==> src/rtl/ccff_loader_pkg.sv <==
`default_nettype none
// ============================================================================
// Module   : ccff_loader_pkg
// Purpose  : Shared types and constants for the configuration-chain loader:
//            FSM state encoding, CRC-8 constants and a counter-width helper.
// Macros   : CCFF_CRC_EN (consumed by the loader; CRC constants live here)
// Revision : 1.0  initial release
// ============================================================================
package ccff_loader_pkg;

    typedef enum logic [2:0] {
        IDLE  = 3'd0,
        LOAD  = 3'd1,
        SHIFT = 3'd2,
        CRC   = 3'd3,
        DONE  = 3'd4
    } state_t;

    localparam logic [7:0] CRC8_POLY = 8'h07;
    localparam logic [7:0] CRC8_INIT = 8'h00;

    // Width of a counter that must hold every value 0..n inclusive.
    function automatic int count_width(input int n);
        return (n < 1) ? 1 : $clog2(n + 1);
    endfunction

endpackage
`default_nettype wire

==> src/rtl/ccff_crc8_serial.sv <==
`default_nettype none
// ============================================================================
// Module   : ccff_crc8_serial
// Purpose  : Bit-serial CRC-8 (poly 0x07, init 0x00), one bit per enabled
//            clock, MSB-first shift-register form.
// Ports    : prog_clk  in   clock
//            pReset    in   synchronous active-low reset
//            clear     in   restart the CRC at its initial value
//            bit_en    in   fold bit_in into the CRC on this edge
//            bit_in    in   serial data bit
//            crc       out  current CRC value
// Macros   : instantiated only when CCFF_CRC_EN is defined
// Revision : 1.0  initial release
// ============================================================================
module ccff_crc8_serial
    import ccff_loader_pkg::*;
(
    input  logic       prog_clk,
    input  logic       pReset,
    input  logic       clear,
    input  logic       bit_en,
    input  logic       bit_in,
    output logic [7:0] crc
);

    logic w_feedback;
    assign w_feedback = crc[7] ^ bit_in;

    always_ff @(posedge prog_clk) begin
        if (!pReset || clear) begin
            crc <= CRC8_INIT;
        end else if (bit_en) begin
            crc <= {crc[6:0], 1'b0} ^ (w_feedback ? CRC8_POLY : 8'h00);
        end
    end

endmodule
`default_nettype wire

==> src/rtl/ccff_bitstream_loader.sv <==
`default_nettype none
// ============================================================================
// Module   : ccff_bitstream_loader
// Purpose  : Drives the head of a switch-block configuration chain. Accepts
//            bitstream words on a valid/ready port and shifts them LSB-first
//            into ccff_head, raising ccff_shift_en on every shift cycle, until
//            CHAIN_LEN bits have been sent.
// Ports    : prog_clk       in   configuration clock
//            pReset         in   synchronous active-low reset
//            start          in   begin a load (accepted in IDLE/DONE only)
//            in_data        in   bitstream word
//            in_valid       in   in_data valid
//            in_ready       out  word accepted on this cycle's edge if valid
//            ccff_head      out  serial bit into chain head
//            ccff_shift_en  out  chain shifts at the end of this cycle
//            ccff_tail      in   chain tail
//            busy           out  load in progress
//            done           out  sticky: full chain loaded
//            crc_err        out  sticky CRC mismatch (0 without CCFF_CRC_EN)
// Macros   : CCFF_CRC_EN - adds a trailing CRC-8 word check after the data
// Revision : 1.0  initial release
// ============================================================================
module ccff_bitstream_loader
    import ccff_loader_pkg::*;
#(
    parameter int CHAIN_LEN = 36,
    parameter int WORD_W    = 8
)
(
    input  logic              prog_clk,
    input  logic              pReset,
    input  logic              start,
    input  logic [WORD_W-1:0] in_data,
    input  logic              in_valid,
    output logic              in_ready,
    output logic              ccff_head,
    output logic              ccff_shift_en,
    input  logic              ccff_tail,
    output logic              busy,
    output logic              done,
    output logic              crc_err
);

    localparam int c_cnt_w  = count_width(CHAIN_LEN);
    localparam int c_wcnt_w = count_width(WORD_W);
    localparam logic [c_cnt_w-1:0] c_last_bit = c_cnt_w'(CHAIN_LEN - 1);

    state_t              r_state;
    logic [WORD_W-1:0]   r_shreg;     // bits of the current word still to go, after ccff_head
    logic [c_cnt_w-1:0]  r_bits;      // bits already shifted into the chain
    logic [c_wcnt_w-1:0] r_wleft;     // bits of the current word not yet shifted, incl. ccff_head
    logic [c_wcnt_w-1:0] w_word_bits;
    int                  w_rem;
    logic                w_start_acc;
    logic                w_unused_tail;

    // Tail is observed by the tile for debug only; nothing here depends on it.
    assign w_unused_tail = ccff_tail;

    assign w_start_acc = start && ((r_state == IDLE) || (r_state == DONE));

    // The last word may carry fewer useful bits than WORD_W; the rest are dropped.
    always_comb begin
        w_rem       = CHAIN_LEN - int'(r_bits);
        w_word_bits = (w_rem < WORD_W) ? c_wcnt_w'(w_rem) : c_wcnt_w'(WORD_W);
    end

`ifdef CCFF_CRC_EN
    logic [7:0] w_crc;

    // The CRC covers exactly the bits that leave on ccff_head.
    ccff_crc8_serial u_crc (
        .prog_clk (prog_clk),
        .pReset   (pReset),
        .clear    (w_start_acc),
        .bit_en   (ccff_shift_en),
        .bit_in   (ccff_head),
        .crc      (w_crc)
    );
`else
    assign crc_err = 1'b0;
`endif

    always_ff @(posedge prog_clk) begin
        if (!pReset) begin
            r_state       <= IDLE;
            r_shreg       <= '0;
            r_bits        <= '0;
            r_wleft       <= '0;
            in_ready      <= 1'b0;
            ccff_head     <= 1'b0;
            ccff_shift_en <= 1'b0;
            busy          <= 1'b0;
            done          <= 1'b0;
`ifdef CCFF_CRC_EN
            crc_err       <= 1'b0;
`endif
        end else begin
            case (r_state)
                IDLE, DONE: begin
                    if (w_start_acc) begin
                        r_state  <= LOAD;
                        r_bits   <= '0;
                        in_ready <= 1'b1;
                        busy     <= 1'b1;
                        done     <= 1'b0;
`ifdef CCFF_CRC_EN
                        crc_err  <= 1'b0;
`endif
                    end
                end

                LOAD: begin
                    // in_ready is high throughout LOAD, so in_valid alone is the handshake.
                    if (in_valid) begin
                        r_state       <= SHIFT;
                        in_ready      <= 1'b0;
                        ccff_shift_en <= 1'b1;
                        ccff_head     <= in_data[0];
                        r_shreg       <= in_data >> 1;
                        r_wleft       <= w_word_bits;
                    end
                end

                SHIFT: begin
                    r_bits    <= r_bits + c_cnt_w'(1);
                    r_wleft   <= r_wleft - c_wcnt_w'(1);
                    ccff_head <= r_shreg[0];
                    r_shreg   <= r_shreg >> 1;
                    if (r_wleft == c_wcnt_w'(1)) begin
                        ccff_shift_en <= 1'b0;
                        ccff_head     <= 1'b0;
                        if (r_bits == c_last_bit) begin
`ifdef CCFF_CRC_EN
                            r_state  <= CRC;
                            in_ready <= 1'b1;
`else
                            r_state  <= DONE;
                            done     <= 1'b1;
                            busy     <= 1'b0;
`endif
                        end else begin
                            r_state  <= LOAD;
                            in_ready <= 1'b1;
                        end
                    end
                end

`ifdef CCFF_CRC_EN
                CRC: begin
                    if (in_valid) begin
                        crc_err  <= (w_crc != in_data[7:0]);
                        done     <= 1'b1;
                        busy     <= 1'b0;
                        in_ready <= 1'b0;
                        r_state  <= DONE;
                    end
                end
`endif

                default: begin
                    r_state <= IDLE;
                end
            endcase
        end
    end

endmodule
`default_nettype wire

==> config.mk <==
export PLATFORM = sky130hd
export DESIGN_NAME = ccff_bitstream_loader
export DESIGN_NICKNAME = d
export VERILOG_FILES = /design/src/rtl/ccff_loader_pkg.sv /design/src/rtl/ccff_crc8_serial.sv /design/src/rtl/ccff_bitstream_loader.sv
export SDC_FILE = /design/constraint.sdc
export NUM_CORES = 1
export LEC_CHECK = 0
export ABC_AREA = 1
export BUFFER_PORTS_ARGS = -buffer_cell sky130_fd_sc_hd__buf_2
export CELL_PAD_IN_SITES_DETAIL_PLACEMENT = 1
export CELL_PAD_IN_SITES_GLOBAL_PLACEMENT = 1
export CORE_MARGIN = 2
export CORE_UTILIZATION = 30
export CTS_CLUSTER_DIAMETER = 150
export DETAILED_ROUTE_END_ITERATION = 10
export GPL_ROUTABILITY_DRIVEN = 0
export PLACE_DENSITY_LB_ADDON = 0.1
export SYNTH_ARGS = -nofsm -noshare
export SYNTH_HDL_FRONTEND = slang
export SYNTH_SLANG_ARGS = --single-unit
export TNS_END_PERCENT = 5
==> constraint.sdc <==
create_clock -name prog_clk -period 1.5 [get_ports prog_clk]
set_input_delay 0.225 -clock prog_clk [delete_from_list [all_inputs] [get_ports prog_clk]]
set_output_delay 0.225 -clock prog_clk [all_outputs]
set_load 0.02 [all_outputs]
**Yosys cells after proc, flatten, opt, wreduce, memory -nomap -nowiden**

Index checks and enable logic that the tools add are counted.

- Memory bits (writable): 0
- Memory bits (read-only): 0
- Memories: 0
- Bits in latches: 0
- Register bits: 26
- Output and inout port bits: 6

- Multiplexer cells: 30
- Multipliers: 0
- $add $sub $neg: 3
- Bitwise gates (word level): 0
- Reduce and logical (&&, ||, !) cells: 13
- Shifts and indexed selects: 0
- Equal/unequal tests: 10
- Order comparisons: 1
- Div/mod/pow operators: 0

Operators by type and width:

| operator | number |
|---|---|
| one-hot mux 8 bit (2 select lines) | 1 |
| two-way mux 1 bit | 13 |
| two-way mux 3 bit | 4 |
| one-hot mux 6 bit (2 select lines) | 1 |
| inequality test 2 bit (second input constant) | 5 |
| one-hot mux 3 bit (3 select lines) | 1 |
| two-way mux 4 bit | 2 |
| two-way mux 8 bit | 1 |
| one-hot mux 1 bit (2 select lines) | 4 |
| one-hot mux 4 bit (2 select lines) | 1 |
| less-than comparator 7 x 5 -> 1 bit (second input constant) | 1 |
| subtractor 6 x 6 -> 7 bit (first input constant) | 1 |
| adder 6 x 1 -> 6 bit (second input constant) | 1 |
| equality test 6 bit (second input constant) | 1 |
| two-way mux 6 bit | 1 |
| AND reduction 3 bit | 2 |
| AND reduction 5 bit | 1 |
| equality test 4 x 1 -> 1 bit (second input constant) | 1 |
| AND reduction 2 bit | 2 |
| AND reduction 4 bit | 1 |
| nonzero test 2 bit | 2 |
| subtractor 4 x 1 -> 4 bit (second input constant) | 1 |
| equality test 3 x 1 -> 1 bit (second input constant) | 1 |
| equality test 3 x 2 -> 1 bit (second input constant) | 1 |
| 7 further kinds | 7 |

**Depth between registers and ports, before layout**

Gate-level depths: netlist (run 1).

- Word-level depth: 5
- Depth in mapped cells: 12
- Gate-level depth less buffers: 12

**Worst setup path after synthesis (run 1)**

OpenSTA, ideal clock, no wires.

- Kind: reg-to-reg
- Start point: register r_bits[0]
- End point: register r_wleft[3]
- Library setup time: 0.117 ns
- Arrival: 1.211 ns
- Slack: 0.172 ns
- Data required time: 1.383 ns
- Cell stages (with the launch flop): 13
- Path buffers: 0
- Path through: dfxtp_1 -> inv_1 -> ha_1 -> inv_1 -> nand2_1 -> nand2_1 -> nand2_1 -> nand2_1 -> nand3_1 -> nand2_1 -> nand2_1 -> nand2_1 -> a21oi_1

- Longest elaborated chain between the ends: 5

Ends and longest elaborated chain:

| element | RTL line | RTL |
|---|---|---|
| from (decl) | ccff_bitstream_loader.sv:50 | `logic [c_cnt_w-1:0] r_bits;` |
| from (signal assigned) | ccff_bitstream_loader.sv:126 | `r_bits <= r_bits + c_cnt_w'(1);` |
| subtractor 6 x 6 -> 7 bit * | ccff_bitstream_loader.sv:64 | `w_rem = CHAIN_LEN - int'(r_bits);` |
| less-than comparator 7 x 5 -> 1 bit | ccff_bitstream_loader.sv:65 | `w_word_bits = (w_rem < WORD_W) ? c_wcnt_w'(w_rem) : c_wcnt_w'(WORD_W);` |
| two-way mux 4 bit * | ccff_bitstream_loader.sv:65 |  |
| two-way mux 4 bit * | ccff_bitstream_loader.sv:115 | `if (in_valid) begin` |
| one-hot mux 4 bit (2 select lines) * | ccff_bitstream_loader.sv:99 | `case (r_state)` |
| to (signal assigned) | ccff_bitstream_loader.sv:121 | `r_wleft <= w_word_bits;` |
| to (signal assigned) | ccff_bitstream_loader.sv:127 | `r_wleft <= r_wleft - c_wcnt_w'(1);` |
| to (decl) | ccff_bitstream_loader.sv:51 | `logic [c_wcnt_w-1:0] r_wleft;` |

Every way passes the cells marked *; elsewhere a longest branch is shown, timed or not. The select of a mux whose other input is x is not followed.
A chain may end at the register's enable or synchronous reset.

**Final worst setup path (run 1)**

- Start point: register r_wleft[1]
- End point: register done

- Longest elaborated chain between the ends: 3

Ends and longest elaborated chain:

| element | RTL line | RTL |
|---|---|---|
| equality test 4 x 1 -> 1 bit | ccff_bitstream_loader.sv:130 | `if (r_wleft == c_wcnt_w'(1)) begin` |
| inequality test 2 bit (no source line) | n/a |  |
| AND reduction 4 bit (no source line) | n/a |  |
| to (signal assigned) | ccff_bitstream_loader.sv:94 | `done <= 1'b0;` |
| to (signal assigned) | ccff_bitstream_loader.sv:106 | `done <= 1'b0;` |
| to (signal assigned) | ccff_bitstream_loader.sv:139 | `done <= 1'b1;` |
| to (decl) | ccff_bitstream_loader.sv:40 | `output logic done,` |

Every way passes these cells.

==> metrics.txt, run 1 <==
status=completed; post-synthesis sequential area ratio=38.17%; Slowest-stage cell, CP=dfxtp_2; routed vias/inst=4.784; max incr delay on CP=0.35 ns; clock-pin slew of the registers on the worst-case setup and hold paths=0.10 ns; Yosys top cell by area=dfxtp_1; Avg WL per Cell=12.80 µm; overall routing resource usage=14.82%; detailed router's first-iteration violation count=31; Slew Viols, Final=0; die width=70.11 µm; vias in the first global route=1289; WP data arrival=1.66 ns; Synth Warn #=0; Synth cell types=31; Fin Clk Skew=0.007570 ns; total power=1.782 mW; power per cell area=1102 nW/µm²; CTS sink cnt=25; pin count of the biggest net entering global routing=16; Final WS setup=0.05248 ns; wire length of the first global-routing pass=5899 µm; setup TNS=0 ns; Initial Util=30.54%; final setup violating endpoints=0; cell area after synthesis=1311 µm²; I/O Pins=19; Synth Area in Simple Gates=30.15%; cts bufs inserted=3; Synth Area in XOR/XNOR=0.6679%; RSZ-0062 raised after global routing=true; Chip Height=70.11 µm; Hold Crit Class=primary input to register; Fillers=555; area share of the largest cell type after synthesis=38.17%; Routed WL=3378 µm; largest family of logic cells by synthesized area=simple AND/OR/NAND/NOR gates; Compound-Gate Fraction of Synth Area=18.32%; Commonest cells post-synth=56 x nand2_1, 25 x dfxtp_1, 18 x a21oi_1, 12 x nor2_1, 10 x inv_1; drt drc=0; nets@finish=230; Max-Cap Viols=0; CTS H-tree lvls=1; Top FF cell, synth=dfxtp_1; clk_lat worst skew=0.28 ns; hpwl dp=2670 µm; static leakage=0.6636 nW; Mean Syn Cell Area=7.126 µm²; WS Path Type=register to register; ant diodes=0; P&R area growth vs syn=23.28%; Mapped Nets=201; Yosys reg bits=25; fraction of layout cells with a size suffix above 1=31.13%; area post-placement=1505 µm²; Final Hold Viols=0; Max IR drop VDD=0.4089 mV; via count=1263; die area=4915 µm²; post-route minimum period=1.448 ns; Pre-antenna DRT Iters=4; largest cells by area after synthesis=dfxtp_1 38%, nand2_1 16%, a21oi_1 6.9%, ha_1 3.8%, nor2_1 3.4%; Post-Synth Adder-Cell Area=3.817%; global route total overflow=0; Crit Path Max Fanout=3; post-synthesis cell count=184; Post-synth EDFFs=0; initial antenna violation count=0; CTS tree=built; top-count cell post-synth=nand2_1; ys async rst share=0%; CTS root buffer=clkbuf_8; clk buf depth=2; Required @ worst endpoint=1.71 ns; Routed Antenna Nets=0; Fmax=0.6908 GHz; Post-CTS Hold Fix Bufs=0; Port Buffers=16; Worst path most repeated cell=nor2_4; crit start category=register; worst path cell trace=inv_2, ha_4, nor3b_4, buf_6, nor2_4, nor2_4, buf_4, o21ai_2, nand2_1, a21oi_1; CP endpoint kind=register; Setup WS pre-CTS=-0.02668 ns; row count=24; Core ar.=4294 µm²; ratio of final minimum period to clock period=96.50%; Final Instance Area=1617 µm²; post-synthesis mux area share=0%
[sequential cells by signal, summed over array words and instances (netlist names)]
name	cells
r_bits	6
ccff_head	1
r_shreg	7
ccff_shift_en	1
r_wleft	4
in_ready	1
r_state	3
busy	1
done	1
[kinds of logic after synthesis]
kind of cell,after synthesis
AOI/OAI and AO/OA,40
and+or+nand+nor,89
other,1
buffers and inverters,24
xor gates and xnor gates,1
DFF,25
adders and majority gates,4
[repair_timing]
| action | in CTS | in global routing |
|---|---|---|
| pin swaps | 0 | 5 |
| endpoints found under the setup margin | 2 | 9 |
| setup buffers | 0 | 1 |
| resized for setup | 1 | 16 |
| endpoints found under the hold margin | 0 | 0 |
[metal layers]
| layer | global-route usage (%) | routed length (µm) | share of wire [%] |
|---|---|---|---|
| met1 | 19.23 | 1646 | 49 |
| met2 | 24.87 | 1613 | 48 |
| met3 | 1.876 | 63 | 1.9 |
| met4 | 5.983 | 55 | 1.6 |
| met5 | 0 | 0 | 0 |
[layout make-up]
class	count	area [µm²]	area share (%)
clock buffer	3	41.29	2.554
clock inverter	1	7.507	0.4644
inverter	19	71.32	4.412
multi-input combinational	135	743.2	45.98
sequential	25	506.7	31.35
tap	52	65.06	4.025
timing repair buffer	29	181.4	11.22
[critical path, delay by kind of cell, from the launching register on]
family,cells,cell delay [ns]
adders and majority gates,1,0.15
AOI/OAI and AO/OA,2,0.18
DFF,1,0.35
and+or+nand+nor,4,0.39
buffers and inverters,3,0.33
[placed cells by master, fill, tap and decap left out, types with 6 or more instances in the layout]
cell / n
nand2_2: 6
buf_4: 12
dfxtp_1: 20
a21oi_1: 17
o21ai_1: 6
buf_2: 16
inv_1: 9
nor2_1: 11
nand2_1: 54
inv_2: 9
[power by group]
part           switching (mW)  internal [mW]  leakage [nW]
clock network           0.235          0.189        0.0217
registers              0.0634          0.742         0.206
logic                   0.333          0.219         0.436
total                   0.632           1.15         0.664
[final timing paths]
| check | start | end | slack [ns] | cells past startpoint |
|---|---|---|---|---|
| worst max-delay path | r_wleft[1] | done | 0.05 | 10 |
| worst min-delay path | in_data[7] | r_shreg[6] | 0.18 | 3 |
| worst min register to register | busy | busy | 0.47 | 2 |
| worst max register to register | r_wleft[1] | done | 0.05 | 10 |
[per-stage QoR]
stage | hold WS, ns | instances | utilization [%]
after floorplan | 0.3526 | 184 | -
after global placement | 0.4474 | 259 | 35.05
after detailed placement | 0.4557 | 259 | 35.05
after CTS | 0.1906 | 263 | 36.31
after global routing | 0.1974 | 264 | 37.65
final | 0.1843 | 264 | 37.65
No activity file was read; power rests on OpenSTA's default activity.
==> run 2, diff against run 1 <==
CORE_UTILIZATION = 40   (was 30)
SYNTH_HIERARCHICAL = 1   (was not set)
==> metrics.txt, run 2 <==
status=completed (unchanged); Max IR drop VDD=0.5959 mV (was 0.4089 mV); CTS H-tree lvls=1 (unchanged); total power=1.660 mW (was 1.782 mW); WP data arrival=1.73 ns (was 1.66 ns); P&R area growth vs syn=20.52% (was 23.28%); clk buf depth=2 (unchanged); initial antenna violation count=0 (unchanged); Yosys top cell by area=dfxtp_1 (unchanged); CTS sink cnt=25 (unchanged); post-synthesis cell count=184 (unchanged); cts bufs inserted=3 (unchanged); Commonest cells post-synth=56 x nand2_1, 25 x dfxtp_1, 18 x a21oi_1, 12 x nor2_1, 10 x inv_1 (unchanged); I/O Pins=19 (unchanged); power per cell area=1051 nW/µm² (was 1102 nW/µm²); fraction of layout cells with a size suffix above 1=30.33% (was 31.13%); Synth Warn #=6 (was 0); Setup WS pre-CTS=-0.02183 ns (was -0.02668 ns); Routed Antenna Nets=0 (unchanged); ant diodes=0 (unchanged); area share of the largest cell type after synthesis=38.17% (unchanged); Final Util=51.34% (was 37.65%); CP endpoint kind=register (unchanged); wire length of the first global-routing pass=5368 µm (was 5899 µm); Fmax=0.6730 GHz (was 0.6908 GHz); clk_lat worst skew=0.31 ns (was 0.28 ns); die area=3752 µm² (was 4915 µm²); global route total overflow=0 (unchanged); Port Buffers=16 (unchanged); overall routing resource usage=19.31% (was 14.82%); drt drc=0 (unchanged); Worst path most repeated cell=buf_4 (was nor2_4); Initial Util=42.60% (was 30.54%); Final Hold Viols=0 (unchanged); post-synthesis sequential area ratio=38.17% (unchanged); vias in the first global route=1227 (was 1289); Max-Cap Viols=0 (unchanged); Crit Path Max Fanout=2 (was 3); Pre-antenna DRT Iters=4 (unchanged); Avg WL per Cell=12.60 µm (was 12.80 µm); ys async rst share=0% (unchanged); routed vias/inst=4.918 (was 4.784); number of flip-flops in the largest register=7 (unchanged); Most flops, register=r_shreg (unchanged); Mean Syn Cell Area=7.126 µm² (unchanged); hpwl dp=2534 µm (was 2670 µm); top flop regs=r_shreg x7, r_bits x6, r_wleft x4 (unchanged); pin count of the biggest net entering global routing=15 (was 16); via count=1254 (was 1263); crit start category=register (unchanged); clock-pin slew of the registers on the worst-case setup and hold paths=0.13 ns (was 0.10 ns); Fin Clk Skew=0.002687 ns (was 0.007570 ns); Post-CTS Hold Fix Bufs=0 (unchanged); Synth cell types=31 (unchanged); static leakage=0.6544 nW (was 0.6636 nW); most common library cell in the layout ignoring fill and taps=nand2_1 (unchanged); CTS root buffer=clkbuf_4 (was clkbuf_8); RSZ-0062 raised after global routing=true (unchanged); WS Path Type=register to register (unchanged); Required @ worst endpoint=1.75 ns (was 1.71 ns); Mapped Nets=201 (unchanged); Post-synth EDFFs=0 (unchanged); Routed WL=3213 µm (was 3378 µm); Top delay family on crit path=buffers and inverters (was simple AND/OR/NAND/NOR gates); CTS tree=built (unchanged); top-count cell post-synth=nand2_1 (unchanged); worst path cell trace=inv_2, buf_4, buf_4, buf_4, ha_1, o22ai_2, inv_2, a21oi_1 (was inv_2, ha_4, nor3b_4, buf_6, nor2_4, nor2_4, buf_4, o21ai_2, nand2_1, a21oi_1); Core ar.=3078 µm² (was 4294 µm²); largest cells by area after synthesis=dfxtp_1 38%, nand2_1 16%, a21oi_1 6.9%, ha_1 3.8%, nor2_1 3.4% (unchanged); Final WS setup=0.01413 ns (was 0.05248 ns); Chip Height=61.26 µm (was 70.11 µm); detailed router's first-iteration violation count=21 (was 31); die width=61.26 µm (was 70.11 µm); final setup violating endpoints=0 (unchanged); row count=20 (was 24); post-route minimum period=1.486 ns (was 1.448 ns); Slew Viols, Final=0 (unchanged); Slowest-stage cell, CP=dfxtp_2 (unchanged); Hold Crit Class=primary input to register (unchanged); ratio of final minimum period to clock period=99.06% (was 96.50%); Top FF cell, synth=dfxtp_1 (unchanged); WP buf/inv=5 (was 3); max incr delay on CP=0.36 ns (was 0.35 ns); most frequent cells in the layout=55 x nand2_1, 20 x dfxtp_1, 17 x a21oi_1, 16 x buf_2 (was 54 x nand2_1, 20 x dfxtp_1, 17 x a21oi_1, 16 x buf_2, 12 x buf_4); Yosys reg bits=25 (unchanged); cell area after synthesis=1311 µm² (unchanged); nets@finish=229 (was 230)
-- run 2: final timing paths --
path / start / end / slack [ns] / cells after the start
worst min register to register: ccff_shift_en / ccff_shift_en / 0.47 / 2
worst max-delay path: r_wleft[1] / r_wleft[1] / 0.01 / 8
worst min-delay path: in_data[7] / r_shreg[6] / 0.15 / 3
worst max register to register: r_wleft[1] / r_wleft[1] / 0.01 / 8
-- run 2: final cells by class --
cell class                      instances  area, µm²
Tap cell                               44      55.05
Clock buffer                            4      26.28
Sequential cell                        25      506.7
Timing Repair Buffer                   28      173.9
Inverter                               19      71.32
Fill cell                             432       1498
Multi-Input combinational cell        135      747.0
-- run 2: layer usage --
metal | share of wire [%] | GRT usage [%]
met1 | 49 | 26.00
met2 | 48 | 32.37
met3 | 2.0 | 2.521
met4 | 0.59 | 5.590
met5 | 0 | 0
-- run 2: kinds of logic (layout without fill, tap and decap cells) --
| kind of cell | Yosys count | count (layout) | synth area share [%] |
|---|---|---|---|
| AND/OR/NAND/NOR | 89 | 89 | 30.15 |
| AO/OA/AOI/OAI | 40 | 40 | 18.32 |
| flip-flops | 25 | 25 | 38.17 |
| buffers and inverters | 24 | 51 | 8.587 |
| adder cells (fa/ha/maj) | 4 | 4 | 3.817 |
| other | 1 | 1 | 0.2860 |
| XOR/XNOR | 1 | 1 | 0.6681 |
-- run 2: worst reg2reg max path, delay by kind of cell (launching register included) --
family | cells | cell delay, ns
flops | 1 | 0.36
fa+ha+maj | 1 | 0.28
buf+inv | 5 | 0.47
compound gates | 2 | 0.32
-- run 2: power breakdown --
part / internal [mW] / total, mW / switching, mW / leakage (nW)
combinational: 0.215 / 0.550 / 0.335 / 0.434
sequential: 0.742 / 0.807 / 0.0645 / 0.206
clock: 0.104 / 0.304 / 0.200 / 0.0150
total: 1.06 / 1.66 / 0.599 / 0.654
-- run 2: timing repair --
action	in CTS	in global routing
buffers inserted	0	3
endpoints found under the setup margin	3	12
pin swaps	0	5
resized for setup	1	16
-- run 2: per-stage QoR --
step | hold WS (ns) | instance area [µm²] | setup TNS [ns] | std cells
final | 0.1502 | 1580 | 0 | 255
after CTS | 0.1355 | 1504 | 0 | 252
after global routing | 0.1372 | 1580 | -0.2929 | 255
after floorplan | 0.3526 | 1311 | 0 | 184
after global placement | 0.4437 | 1473 | -0.01303 | 248
after detailed placement | 0.4550 | 1473 | -0.03543 | 248
==> run 3, diff against run 2 <==
CORE_UTILIZATION = 36   (was 40)
clock period = 1.35 ns   (was 1.5 ns; I/O delays follow)
==> metrics.txt, run 3 (same netlist as run 2, synthesis figures left out) <==
Chip Height=64.35 µm (was 61.26 µm); WP data arrival=1.64 ns (was 1.73 ns); Crit Path Max Fanout=2 (unchanged); clk_lat worst skew=0.34 ns (was 0.31 ns); Fmax=0.7109 GHz (was 0.6730 GHz); detailed router's first-iteration violation count=25 (was 21); Required @ worst endpoint=1.58 ns (was 1.75 ns); Max IR drop VDD=0.6329 mV (was 0.5959 mV); I/O Pins=19 (unchanged); Final Instance Area=1674 µm² (was 1580 µm²); overall routing resource usage=19.11% (was 19.31%); WS Path Type=register to register (unchanged); M1 WL=1681 µm (was 1576 µm); drt drc=0 (unchanged); routed vias/inst=5.019 (was 4.918); DR top layer=met4 (unchanged); initial antenna violation count=0 (unchanged); CTS H-tree lvls=1 (unchanged); Avg WL per Cell=13.59 µm (was 12.60 µm); CP endpoint kind=register (unchanged); most frequent cells in the layout=53 x nand2_1, 20 x dfxtp_1, 18 x buf_4, 16 x buf_2, 14 x a21oi_1 (was 55 x nand2_1, 20 x dfxtp_1, 17 x a21oi_1, 16 x buf_2); static leakage=0.6829 nW (was 0.6544 nW); fraction of layout cells with a size suffix above 1=36.70% (was 30.33%); failing checks=setup timing; global route total overflow=0 (unchanged); Final Hold Viols=0 (unchanged); row count=21 (was 20); Routed WL=3587 µm (was 3213 µm); CTS sink cnt=25 (unchanged); clock-pin slew of the registers on the worst-case setup and hold paths=0.16 ns (was 0.13 ns); ratio of final minimum period to clock period=104.2% (was 99.06%); R2R cell count=9 (was 8); critical path depth in cells=9 (was 8); Slowest-stage cell, CP=dfxtp_2 (unchanged); Final Util=49.01% (was 51.34%); Final WS setup=-0.05659 ns (was 0.01413 ns); number of flip-flops in the largest register=7 (unchanged); wire length of the first global-routing pass=6237 µm (was 5368 µm); area post-placement=1528 µm² (was 1473 µm²); RSZ-0062 raised after global routing=true (unchanged); vias in the first global route=1398 (was 1227); post-route minimum period=1.407 ns (was 1.486 ns); most common library cell in the layout ignoring fill and taps=nand2_1 (unchanged); cts bufs inserted=3 (unchanged); top flop regs=r_shreg x7, r_bits x6, r_wleft x4 (unchanged); crit path to=done (was r_wleft[1]); Port Buffers=16 (unchanged); nets@finish=236 (was 229); Fin Clk Skew=0.01817 ns (was 0.002687 ns); P&R area growth vs syn=27.67% (was 20.52%); Routed Antenna Nets=0 (unchanged); setup TNS=-0.1931 ns (was 0 ns); CTS tree=built (unchanged); via count=1325 (was 1254); clk buf depth=2 (unchanged); Max-Cap Viols=0 (unchanged); RR Startpoint=r_wleft[1] (unchanged); Hold Crit Class=primary input to register (unchanged); Worst path most repeated cell=nor2_4 (was buf_4); Top delay family on crit path=simple AND/OR/NAND/NOR gates (was buffers and inverters); ant diodes=0 (unchanged); die width=64.35 µm (was 61.26 µm); Initial Util=38.39% (was 42.60%); Met3 Wirelength=75 µm (was 64 µm); die area=4141 µm² (was 3752 µm²); worst path cell trace=inv_2, ha_4, nor3b_4, nor2_4, nor2_4, buf_6, o21ai_2, nand2_1, a21oi_1 (was inv_2, buf_4, buf_4, buf_4, ha_1, o22ai_2, inv_2, a21oi_1); Setup WS pre-CTS=-0.1880 ns (was -0.02183 ns); wire length on met2=1784 µm (was 1552 µm); Core ar.=3416 µm² (was 3078 µm²); total power=1.950 mW (was 1.660 mW); r2r endpoint=done (was r_wleft[1]); hpwl dp=2632 µm (was 2534 µm); crit start category=register (unchanged); WP buf/inv=2 (was 5); Pre-antenna DRT Iters=4 (unchanged); status=complete, but fails checks (was completed); Slew Viols, Final=0 (unchanged); power per cell area=1165 nW/µm² (was 1051 nW/µm²); final setup violating endpoints=6 (was 0); CTS root buffer=clkbuf_4 (unchanged); max incr delay on CP=0.36 ns (about the same); pin count of the biggest net entering global routing=16 (was 15); Worst Setup SP=r_wleft[1] (unchanged); Most flops, register=r_shreg (unchanged); r2r setup slk=-0.06 ns (was 0.01 ns)
run 3: timing repair:
action                                  4_1_cts  5_1_grt
hold endpoints to repair                      0        0
gates cloned                                  0        0
endpoints found under the setup margin       17       21
buffers inserted                              1        3
pin swaps                                     4        7
hold buffers                                  0        0
resized for setup                            11       17
run 3: routing by layer:
layer / track usage [%] / vias to the layer above
met5: 0 / -
met4: 5.585 / 0
met3: 2.641 / 5
met2: 33.46 / 14
met1: 24.32 / 634
li1: - / 672
run 3: metrics by stage:
stage	hold WS (ns)	cells
3_5_place_dp	0.4507	257
3_3_place_gp	0.4420	257
4_1_cts	0.08690	261
5_1_grt	0.08613	264
6_report	0.09311	264
2_1_floorplan	0.3301	184
run 3: worst register-to-register path, delay by kind of cell (launching register included):
family / cells / cell delay (ns)
buffers and inverters: 2 / 0.19
AOI/OAI and AO/OA: 2 / 0.11
and+or+nand+nor: 4 / 0.52
DFF: 1 / 0.36
adders and majority gates: 1 / 0.12
run 3: layout make-up:
type	count	area [µm²]
fillers	455	1742
multi-input cells	135	777.0
flip-flops and latches	25	511.7
repair buffers	35	226.5
inverters	19	71.32
well taps	46	57.56
clock buffers	3	22.52
clock inverters	1	7.507
run 3: where the power goes:
| group | internal [mW] | leakage [nW] | switching (mW) |
|---|---|---|---|
| Combinational | 0.278 | 0.463 | 0.413 |
| Clock | 0.114 | 0.0139 | 0.254 |
| Sequential | 0.825 | 0.206 | 0.0674 |
| Total | 1.22 | 0.683 | 0.734 |
run 3: worst min-delay path by stage:
stage / startpoint / end / depth (start not counted)
after floorplan: pReset / in_ready / 2
after global placement: busy / busy / 2
after detailed placement: done / done / 2
after CTS: in_data[7] / r_shreg[6] / 3
after global routing: in_data[7] / r_shreg[6] / 3
final: in_data[7] / r_shreg[6] / 3
